`src/rtl/pcs_gen_pkg.sv`:
```
// Shared constants, frame type and block helpers for the 257b
// BASE-R stimulus generator.
package pcs_gen_pkg;

    localparam int DATA_WIDTH           = 64;
    localparam int HDR_WIDTH            = 2;
    localparam int FRAME_WIDTH          = DATA_WIDTH + HDR_WIDTH;
    localparam int CONTROL_WIDTH        = 8;
    localparam int TRANSCODER_BLOCKS    = 4;
    localparam int TRANSCODER_WIDTH     = 257;
    localparam int TRANSCODER_HDR_WIDTH = 4;

    localparam logic [HDR_WIDTH-1:0] SYNC_DATA = 2'b01;
    localparam logic [HDR_WIDTH-1:0] SYNC_CTRL = 2'b10;

    localparam logic [7:0] TYPE_CTRL  = 8'h1E;
    localparam logic [6:0] CHAR_IDLE  = 7'h00;
    localparam logic [6:0] CHAR_ERROR = 7'h1E;
    localparam logic [7:0] MII_IDLE   = 8'h07;

    localparam logic [DATA_WIDTH-1:0] DATA_PATTERN = 64'hAAAA_AAAA_AAAA_AAAA;

    // x^64+x^63+x^61+x^60+1 as tap mask on bits 63,62,60,59
    localparam logic [63:0] LFSR_TAPS = 64'hD800_0000_0000_0000;
    localparam logic [63:0] LFSR_SEED = 64'hACE1_ACE1_ACE1_ACE1;

    localparam int SCR_WIDTH = 58;
    localparam int SCR_TAP_A = 38;
    localparam int SCR_TAP_B = 57;

    typedef struct packed {
        logic [DATA_WIDTH-1:0] payload;
        logic [HDR_WIDTH-1:0]  sync;
    } frame_t;

    function automatic frame_t data_frame(input logic [DATA_WIDTH-1:0] d);
        frame_t f;
        f.payload = d;
        f.sync    = SYNC_DATA;
        return f;
    endfunction

    function automatic frame_t ctrl_frame(input logic [6:0] ch);
        frame_t f;
        f.payload = {{8{ch}}, TYPE_CTRL};
        f.sync    = SYNC_CTRL;
        return f;
    endfunction

    function automatic frame_t encode_block(
        input logic [DATA_WIDTH-1:0]    txd,
        input logic [CONTROL_WIDTH-1:0] txc
    );
        frame_t f;
        if (txc == '0)
            f = data_frame(txd);
        else if (txc == '1 && txd == {8{MII_IDLE}})
            f = ctrl_frame(CHAR_IDLE);
        else
            f = ctrl_frame(CHAR_ERROR);
        return f;
    endfunction

    // First control block keeps only the upper nibble of its type byte
    function automatic logic [DATA_WIDTH-5:0] strip_type(input frame_t f);
        return {f.payload[DATA_WIDTH-1:8], f.payload[7:4]};
    endfunction

    function automatic logic [TRANSCODER_WIDTH-1:0] transcode(
        input frame_t [TRANSCODER_BLOCKS-1:0] blk
    );
        logic [TRANSCODER_HDR_WIDTH-1:0] d;
        logic [TRANSCODER_WIDTH-1:0]     r;
        for (int i = 0; i < TRANSCODER_BLOCKS; i++)
            d[i] = (blk[i].sync == SYNC_DATA);
        r = '0;
        priority case (1'b1)
            (&d):  r = {blk[3].payload, blk[2].payload,
                        blk[1].payload, blk[0].payload, 1'b1};
            !d[0]: r = {blk[3].payload, blk[2].payload,
                        blk[1].payload, strip_type(blk[0]), d, 1'b0};
            !d[1]: r = {blk[3].payload, blk[2].payload,
                        strip_type(blk[1]), blk[0].payload, d, 1'b0};
            !d[2]: r = {blk[3].payload, strip_type(blk[2]),
                        blk[1].payload, blk[0].payload, d, 1'b0};
            !d[3]: r = {strip_type(blk[3]), blk[2].payload,
                        blk[1].payload, blk[0].payload, d, 1'b0};
        endcase
        return r;
    endfunction

endpackage

```
`src/rtl/pcs_257b_scrambler.sv`:
```
// Self-synchronous x^58+x^39+1 scrambler over bits 1..256 of a
// 257b block; bit 0 (the header) is sent in the clear.
module pcs_257b_scrambler
    import pcs_gen_pkg::*;
(
    input  logic                        clk,
    input  logic                        i_rst,
    input  logic                        i_valid,
    input  logic                        i_bypass,
    input  logic [TRANSCODER_WIDTH-1:0] i_data,
    output logic [TRANSCODER_WIDTH-1:0] o_data
);

    logic [SCR_WIDTH-1:0]        state_q;
    logic [SCR_WIDTH-1:0]        state_d;
    logic [TRANSCODER_WIDTH-1:0] scr_d;

    always_comb begin
        state_d = state_q;
        scr_d   = i_data;
        for (int i = 1; i < TRANSCODER_WIDTH; i++) begin
            scr_d[i] = i_data[i] ^ state_d[SCR_TAP_A] ^ state_d[SCR_TAP_B];
            state_d  = {state_d[SCR_WIDTH-2:0], scr_d[i]};
        end
    end

    always_ff @(posedge clk) begin
        if (i_rst) begin
            state_q <= '1;
            o_data  <= '0;
        end else if (i_valid) begin
            if (i_bypass) begin
                o_data <= i_data;
            end else begin
                o_data  <= scr_d;
                state_q <= state_d;
            end
        end
    end

endmodule

```
`src/rtl/pcs_257b_frame_generator.sv`:
```
// Eight-frame 66b stimulus source with clause-91 style 257b
// transcoding and scrambling of two four-block streams.
module pcs_257b_frame_generator
    import pcs_gen_pkg::*;
#(
    parameter int PROB = 30
) (
    input  logic                         clk,
    input  logic                         i_rst,
    input  logic [DATA_WIDTH-1:0]        i_txd,
    input  logic [CONTROL_WIDTH-1:0]     i_txc,
    input  logic [TRANSCODER_BLOCKS-1:0] i_data_sel_0,
    input  logic [TRANSCODER_BLOCKS-1:0] i_data_sel_1,
    input  logic [2:0]                   i_valid,
    input  logic                         i_enable,
    input  logic                         i_random_0,
    input  logic                         i_random_1,
    input  logic                         i_tx_test_mode,
    output logic [FRAME_WIDTH-1:0]       o_frame_0,
    output logic [FRAME_WIDTH-1:0]       o_frame_1,
    output logic [FRAME_WIDTH-1:0]       o_frame_2,
    output logic [FRAME_WIDTH-1:0]       o_frame_3,
    output logic [FRAME_WIDTH-1:0]       o_frame_4,
    output logic [FRAME_WIDTH-1:0]       o_frame_5,
    output logic [FRAME_WIDTH-1:0]       o_frame_6,
    output logic [FRAME_WIDTH-1:0]       o_frame_7,
    output logic [TRANSCODER_WIDTH-1:0]  o_tx_coded_f0,
    output logic [TRANSCODER_WIDTH-1:0]  o_tx_coded_f1,
    output logic [TRANSCODER_WIDTH-1:0]  o_tx_scrambled_f0,
    output logic [TRANSCODER_WIDTH-1:0]  o_tx_scrambled_f1
);

    localparam logic [8:0] CTRL_THRESH = 9'((PROB * 256) / 100);

    logic [63:0]  lfsr_q;
    frame_t [7:0] frame_q;
    frame_t [7:0] pat_frame;
    frame_t [6:0] stage_q;
    frame_t       mii_blk;
    logic [2:0]   cnt_q;
    logic [2:0]   cnt_eff;
    logic         enable_q;
    logic         mode_switch;
    logic [7:0]   data_sel;
    logic [7:0]   rnd_en;
    logic [7:0]   is_data;

    assign data_sel = {i_data_sel_1, i_data_sel_0};
    assign rnd_en   = {{4{i_random_1}}, {4{i_random_0}}};

    always_comb begin
        mode_switch = (i_enable != enable_q);
        cnt_eff     = mode_switch ? 3'd0 : cnt_q;
        mii_blk     = encode_block(i_txd, i_txc);
        for (int j = 0; j < 8; j++) begin
            is_data[j]   = rnd_en[j]
                         ? ({1'b0, lfsr_q[8*j +: 8]} >= CTRL_THRESH)
                         : data_sel[j];
            pat_frame[j] = is_data[j] ? data_frame(DATA_PATTERN)
                                      : ctrl_frame(CHAR_IDLE);
        end
    end

    // Slot 7 is never stored: the eighth block loads straight into frame 7
    always_ff @(posedge clk) begin
        if (i_rst) begin
            lfsr_q   <= LFSR_SEED;
            frame_q  <= '0;
            stage_q  <= '0;
            cnt_q    <= '0;
            enable_q <= 1'b0;
        end else begin
            enable_q <= i_enable;
            if (i_valid[0]) begin
                lfsr_q <= {lfsr_q[62:0], ^(lfsr_q & LFSR_TAPS)};
                if (i_enable) begin
                    frame_q <= pat_frame;
                end else if (cnt_eff == 3'd7) begin
                    frame_q <= {mii_blk, stage_q};
                end else begin
                    stage_q[cnt_eff] <= mii_blk;
                end
            end
            if (i_valid[0] && !i_enable)
                cnt_q <= cnt_eff + 3'd1;
            else if (mode_switch)
                cnt_q <= '0;
        end
    end

    always_ff @(posedge clk) begin
        if (i_rst) begin
            o_tx_coded_f0 <= '0;
            o_tx_coded_f1 <= '0;
        end else if (i_valid[1]) begin
            o_tx_coded_f0 <= transcode(frame_q[3:0]);
            o_tx_coded_f1 <= transcode(frame_q[7:4]);
        end
    end

    pcs_257b_scrambler u_scr_f0 (
        .clk      (clk),
        .i_rst    (i_rst),
        .i_valid  (i_valid[2]),
        .i_bypass (i_tx_test_mode),
        .i_data   (o_tx_coded_f0),
        .o_data   (o_tx_scrambled_f0)
    );

    pcs_257b_scrambler u_scr_f1 (
        .clk      (clk),
        .i_rst    (i_rst),
        .i_valid  (i_valid[2]),
        .i_bypass (i_tx_test_mode),
        .i_data   (o_tx_coded_f1),
        .o_data   (o_tx_scrambled_f1)
    );

    assign o_frame_0 = frame_q[0];
    assign o_frame_1 = frame_q[1];
    assign o_frame_2 = frame_q[2];
    assign o_frame_3 = frame_q[3];
    assign o_frame_4 = frame_q[4];
    assign o_frame_5 = frame_q[5];
    assign o_frame_6 = frame_q[6];
    assign o_frame_7 = frame_q[7];

endmodule

```
`config.mk`:
```
export PLATFORM = sky130hd
export DESIGN_NAME = pcs_257b_frame_generator
export DESIGN_NICKNAME = d
export VERILOG_FILES = /design/src/rtl/pcs_gen_pkg.sv /design/src/rtl/pcs_257b_scrambler.sv /design/src/rtl/pcs_257b_frame_generator.sv
export SDC_FILE = /design/constraint.sdc
export NUM_CORES = 2
export LEC_CHECK = 0
export CORE_AREA = 2 2 641 643
export DETAILED_ROUTE_END_ITERATION = 6
export DIE_AREA = 0 0 643 645
export PLACE_DENSITY = 0.51
export SYNTH_ARGS = -nofsm -noshare
export SYNTH_HDL_FRONTEND = slang
export SYNTH_HIERARCHICAL = 1
export SYNTH_SLANG_ARGS = --single-unit
```
`constraint.sdc`:
```
create_clock -name clk -period 3.85 [get_ports clk]
set_input_delay 1.155 -clock clk [delete_from_list [all_inputs] [get_ports clk]]
set_output_delay 1.155 -clock clk [all_outputs]
set_load 0.01 [all_outputs]
```
==> flow_metrics.py <==
metrics = {
    "yosys": {
        "postSynthRegisterBits": 2202,
        "async_flop_share": 0,
        "synth_area_in_xor_xnor": 0.144,
        "synthesis.instances": 10900,
        "post_synth_mux_area_share": 0.0486,
        "postSynth.topFlopCell": "dfxtp_1",
        "synth_compound_area_frac": 0.186,
        "synthesis.area_per_instance_sq_um": 9.12,
        "synth_fa_ha_area_frac": 0.000377,
        "synthesis.yosys.warnings": 6,
        "synth.lib_cells_used.distinct": 74,
        "synth_nets": 11000,
        "synth-edff-count": 0,
        "post_synth_instance_area_sq_mm": 0.0997,
        "synth_top_family_by_area": "compound AO/OA/AOI/OAI gates",
        "yosys.area_share.simple": 0.139,
        "synth_sequential_area_ratio": 0.442,
    },
    "clock_tree": {
        "clk_path_buf_depth": 4,
        "cts_repair_resize_count": 1,
        "post-cts-setup-buffer-count": 0,
        "clkLatencyLatePin_ns": 0.95,
        "cts.clk_slew.worst_paths_ns": 0.06,
        "cts.sinks": 2202,
        "clk_root_buffer_cell": "clkbuf_16",
        "numCtsBuffers": 265,
        "htreeDepth": 5,
        "cts_tree": "done",
        "cts_hold_buffers": 0,
    },
    "die": {
        "core_area_sq_mm": 0.408,
        "start_util": 0.244,
        "core.rowCount": 235,
        "die_h_um": 645,
        "io-pin-count": 1645,
        "die_area_sq_mm": 0.415,
        "die-width_um": 643,
    },
    "placed_design": {
        "place_ws_ns": -0.732,
        "hpwl_um": 640000,
        "gp_congestion": 1.10,
        "buffer_ports.inserted": 1644,
        "place_area_sq_mm": 0.132,
    },
    "routing": {
        "post-route-drc-count": 1,
        "vias": 103000,
        "drt_first_pass_iters": 7,
        "routed_wirelength_um": 784000,
        "dr.first_iter.drc_count": 17400,
        "drt.antenna.violating_nets": 0,
        "vias_per_cell": 5.46,
        "routed_wire_length_per_instance_um": 41.5,
    },
    "grt": {
        "globalRouteTotalUtil": 0.360,
        "number_of_antenna_violations_at_the_first_check_in_global_routing": 128,
        "grt_pass1_wl_um": 980000,
        "via_count_of_the_first_global_routing_pass": 89700,
        "grt_overflow": 0,
        "largest_net_degree_at_the_start_of_global_routing": 191,
    },
    "timing": {
        "timing.final.crit_period_ns": 4.05,
        "rsz0062_at_grt": "false",
        "final.setup_skew_ns": 0.0607,
        "worst_hold_slack_ns": 0.455,
        "slew_viol_final": 0,
        "worst_slew_margin_rel": 0.0982,
        "setup_ws_ns": -0.204,
        "worst_slew_pin_slew_ns": 1.34,
        "setup_viol": 4,
        "max_clock_freq_ghz": 0.247,
        "hold_vio_cnt_final": 0,
        "final_worst_path_cycle_share": 1.05,
        "fin_setup_tns_ns": -0.290,
    },
    "final_layout": {
        "final_nets": 13300,
        "fin_area_sq_mm": 0.141,
        "drive_above_1_share": 0.139,
        "final_cell_mix": "dfxtp_1, clkdlybuf4s50_1, nor2_1",
        "fill_cells": 42300,
        "layout_commonest_cell": "dfxtp_1",
        "areaGrowthSynthToFinish_pct": 41.5,
        "sequential_cell_area_sq_mm": 0.0441,
        "multiInputGateArea_sq_mm": 0.0520,
    },
    "critical_path": {
        "r2r_setup_slk_ns": -0.20,
        "critical_path_arrival_ns": 4.85,
        "critPathLaunchType": "flip-flop",
        "critical_path_class": "flip-flop to flip-flop",
        "max_fanout_on_critical_path": 4,
        "endpoint_kind": "flip-flop",
        "data_required_time_at_the_worst_endpoint_ns": 4.64,
    },
    "outcome": {
        "run_status": "finished, violations left",
        "failed_checks": "DRC, setup timing",
    },
    "power_and_ir_drop": {
        "cellLeakagePower_nw": 53.3,
        "post-layout-total-power_mw": 164,
        "pwr_density_cell_mw_per_mm2": 1160,
        "peak_supply_drop_mv": 1.15,
    },
    "flow_run": {
        "cap_violations": 0,
    },
    "min_path": {
        "min-delay-path-class": "flip-flop to flip-flop",
    },
}
[cell type report]
type,count,share of cell area
Multi-Input combinational cell,7718,0.369
Timing Repair Buffer,2940,0.205
Tap cell,5451,0.0483
Inverter,33,0.000931
Antenna cell,74,0.00131
Clock inverter,93,0.00772
Clock buffer,374,0.0555
Sequential cell,2202,0.313
[critical path, stage by stage, from the launching register on]
cell	delay [ns]
dfxtp_1	0.70
xnor2_1	0.24
xnor3_1	0.60
xnor3_1	0.67
buf_4	0.23
xnor2_1	0.46
xor2_1	0.53
o211a_1	0.36
nor3_1	0.08
[sequential cells by signal, indices dropped and copies added (netlist names), 257 cells and up]
register and count:
stage_q 462, o_tx_coded_f0 257, o_tx_coded_f1 257, u_scr_f0/o_data 257, u_scr_f1/o_data 257
[kinds of logic after synthesis]
family,count (synthesis)
AND/OR/NAND/NOR,3219
AO/OA/AOI/OAI,2783
flip-flops,2202
XOR/XNOR,1229
buffers and inverters,1011
multiplexers,484
adder cells (fa/ha/maj),3
[where the power goes]
part	total, mW	leakage [nW]	internal, mW	switching (mW)
Clock	26.7	4.44	15.4	11.3
Combinational	109	30.8	40.2	68.5
Sequential	29.0	18.0	25.3	3.64
Total	164	53.3	80.9	83.4
[synthesized netlist by cell type, types with 8 or more instances]
library cell / instances / area share
dfxtp_1: 2202 / 0.44
nor2_1: 1401 / 0.053
nand2_1: 1096 / 0.041
clkbuf_1: 862 / 0.032
xnor2_1: 722 / 0.063
o21ai_0: 664 / 0.033
a21oi_1: 562 / 0.028
mux2i_1: 484 / 0.049
a211oi_1: 432 / 0.033
a311oi_1: 325 / 0.029
a22oi_1: 302 / 0.023
xor2_1: 245 / 0.022
nand2b_1: 236 / 0.015
o211ai_1: 212 / 0.016
or3_1: 205 / 0.013
xnor3_1: 170 / 0.038
nand3_1: 119 / 0.0060
o41ai_1: 80 / 0.0070
buf_2: 66 / 0.0033
xor3_1: 56 / 0.013
and2_1: 41 / 0.0026
and3_1: 38 / 0.0024
buf_1: 34 / 0.0013
a2111oi_0: 32 / 0.0028
o22ai_1: 32 / 0.0020
o2bb2ai_1: 32 / 0.0028
inv_1: 28 / 0.0011
o211a_1: 28 / 0.0028
a211o_1: 22 / 0.0019
o311ai_0: 16 / 0.0014
xnor2_2: 16 / 0.0026
xnor3_2: 14 / 0.0033
nor2b_1: 12 / 0.00075
o21a_1: 10 / 0.00075
a31oi_1: 9 / 0.00056
buf_4: 9 / 0.00068
nand4_1: 9 / 0.00056
nor3_1: 8 / 0.00040
[layer usage]
layer	global-route usage	wire (um)
met4	0.242	62800
met1	0.482	325000
met2	0.480	303000
met5	0	210
met3	0.123	93500
[worst paths after layout]
path | to | startpoint | cells after the start
worst min-delay path | o_frame_1[13] | stage_q[79] | 2
worst max-delay path | u_scr_f0/o_data[203] | u_scr_f0/state_q[11] | 8
worst max register to register | u_scr_f0/o_data[203] | u_scr_f0/state_q[11] | 8
worst min register to register | o_frame_1[13] | stage_q[79] | 2
[stage by stage]
stage | utilization | std cells
floorplan | - | 10900
detailed placement | 0.323 | 18300
finish | 0.346 | 18900
global placement | 0.323 | 18300
global route | 0.345 | 18800
CTS | 0.345 | 18800
(Power assumes the default switching activity.)
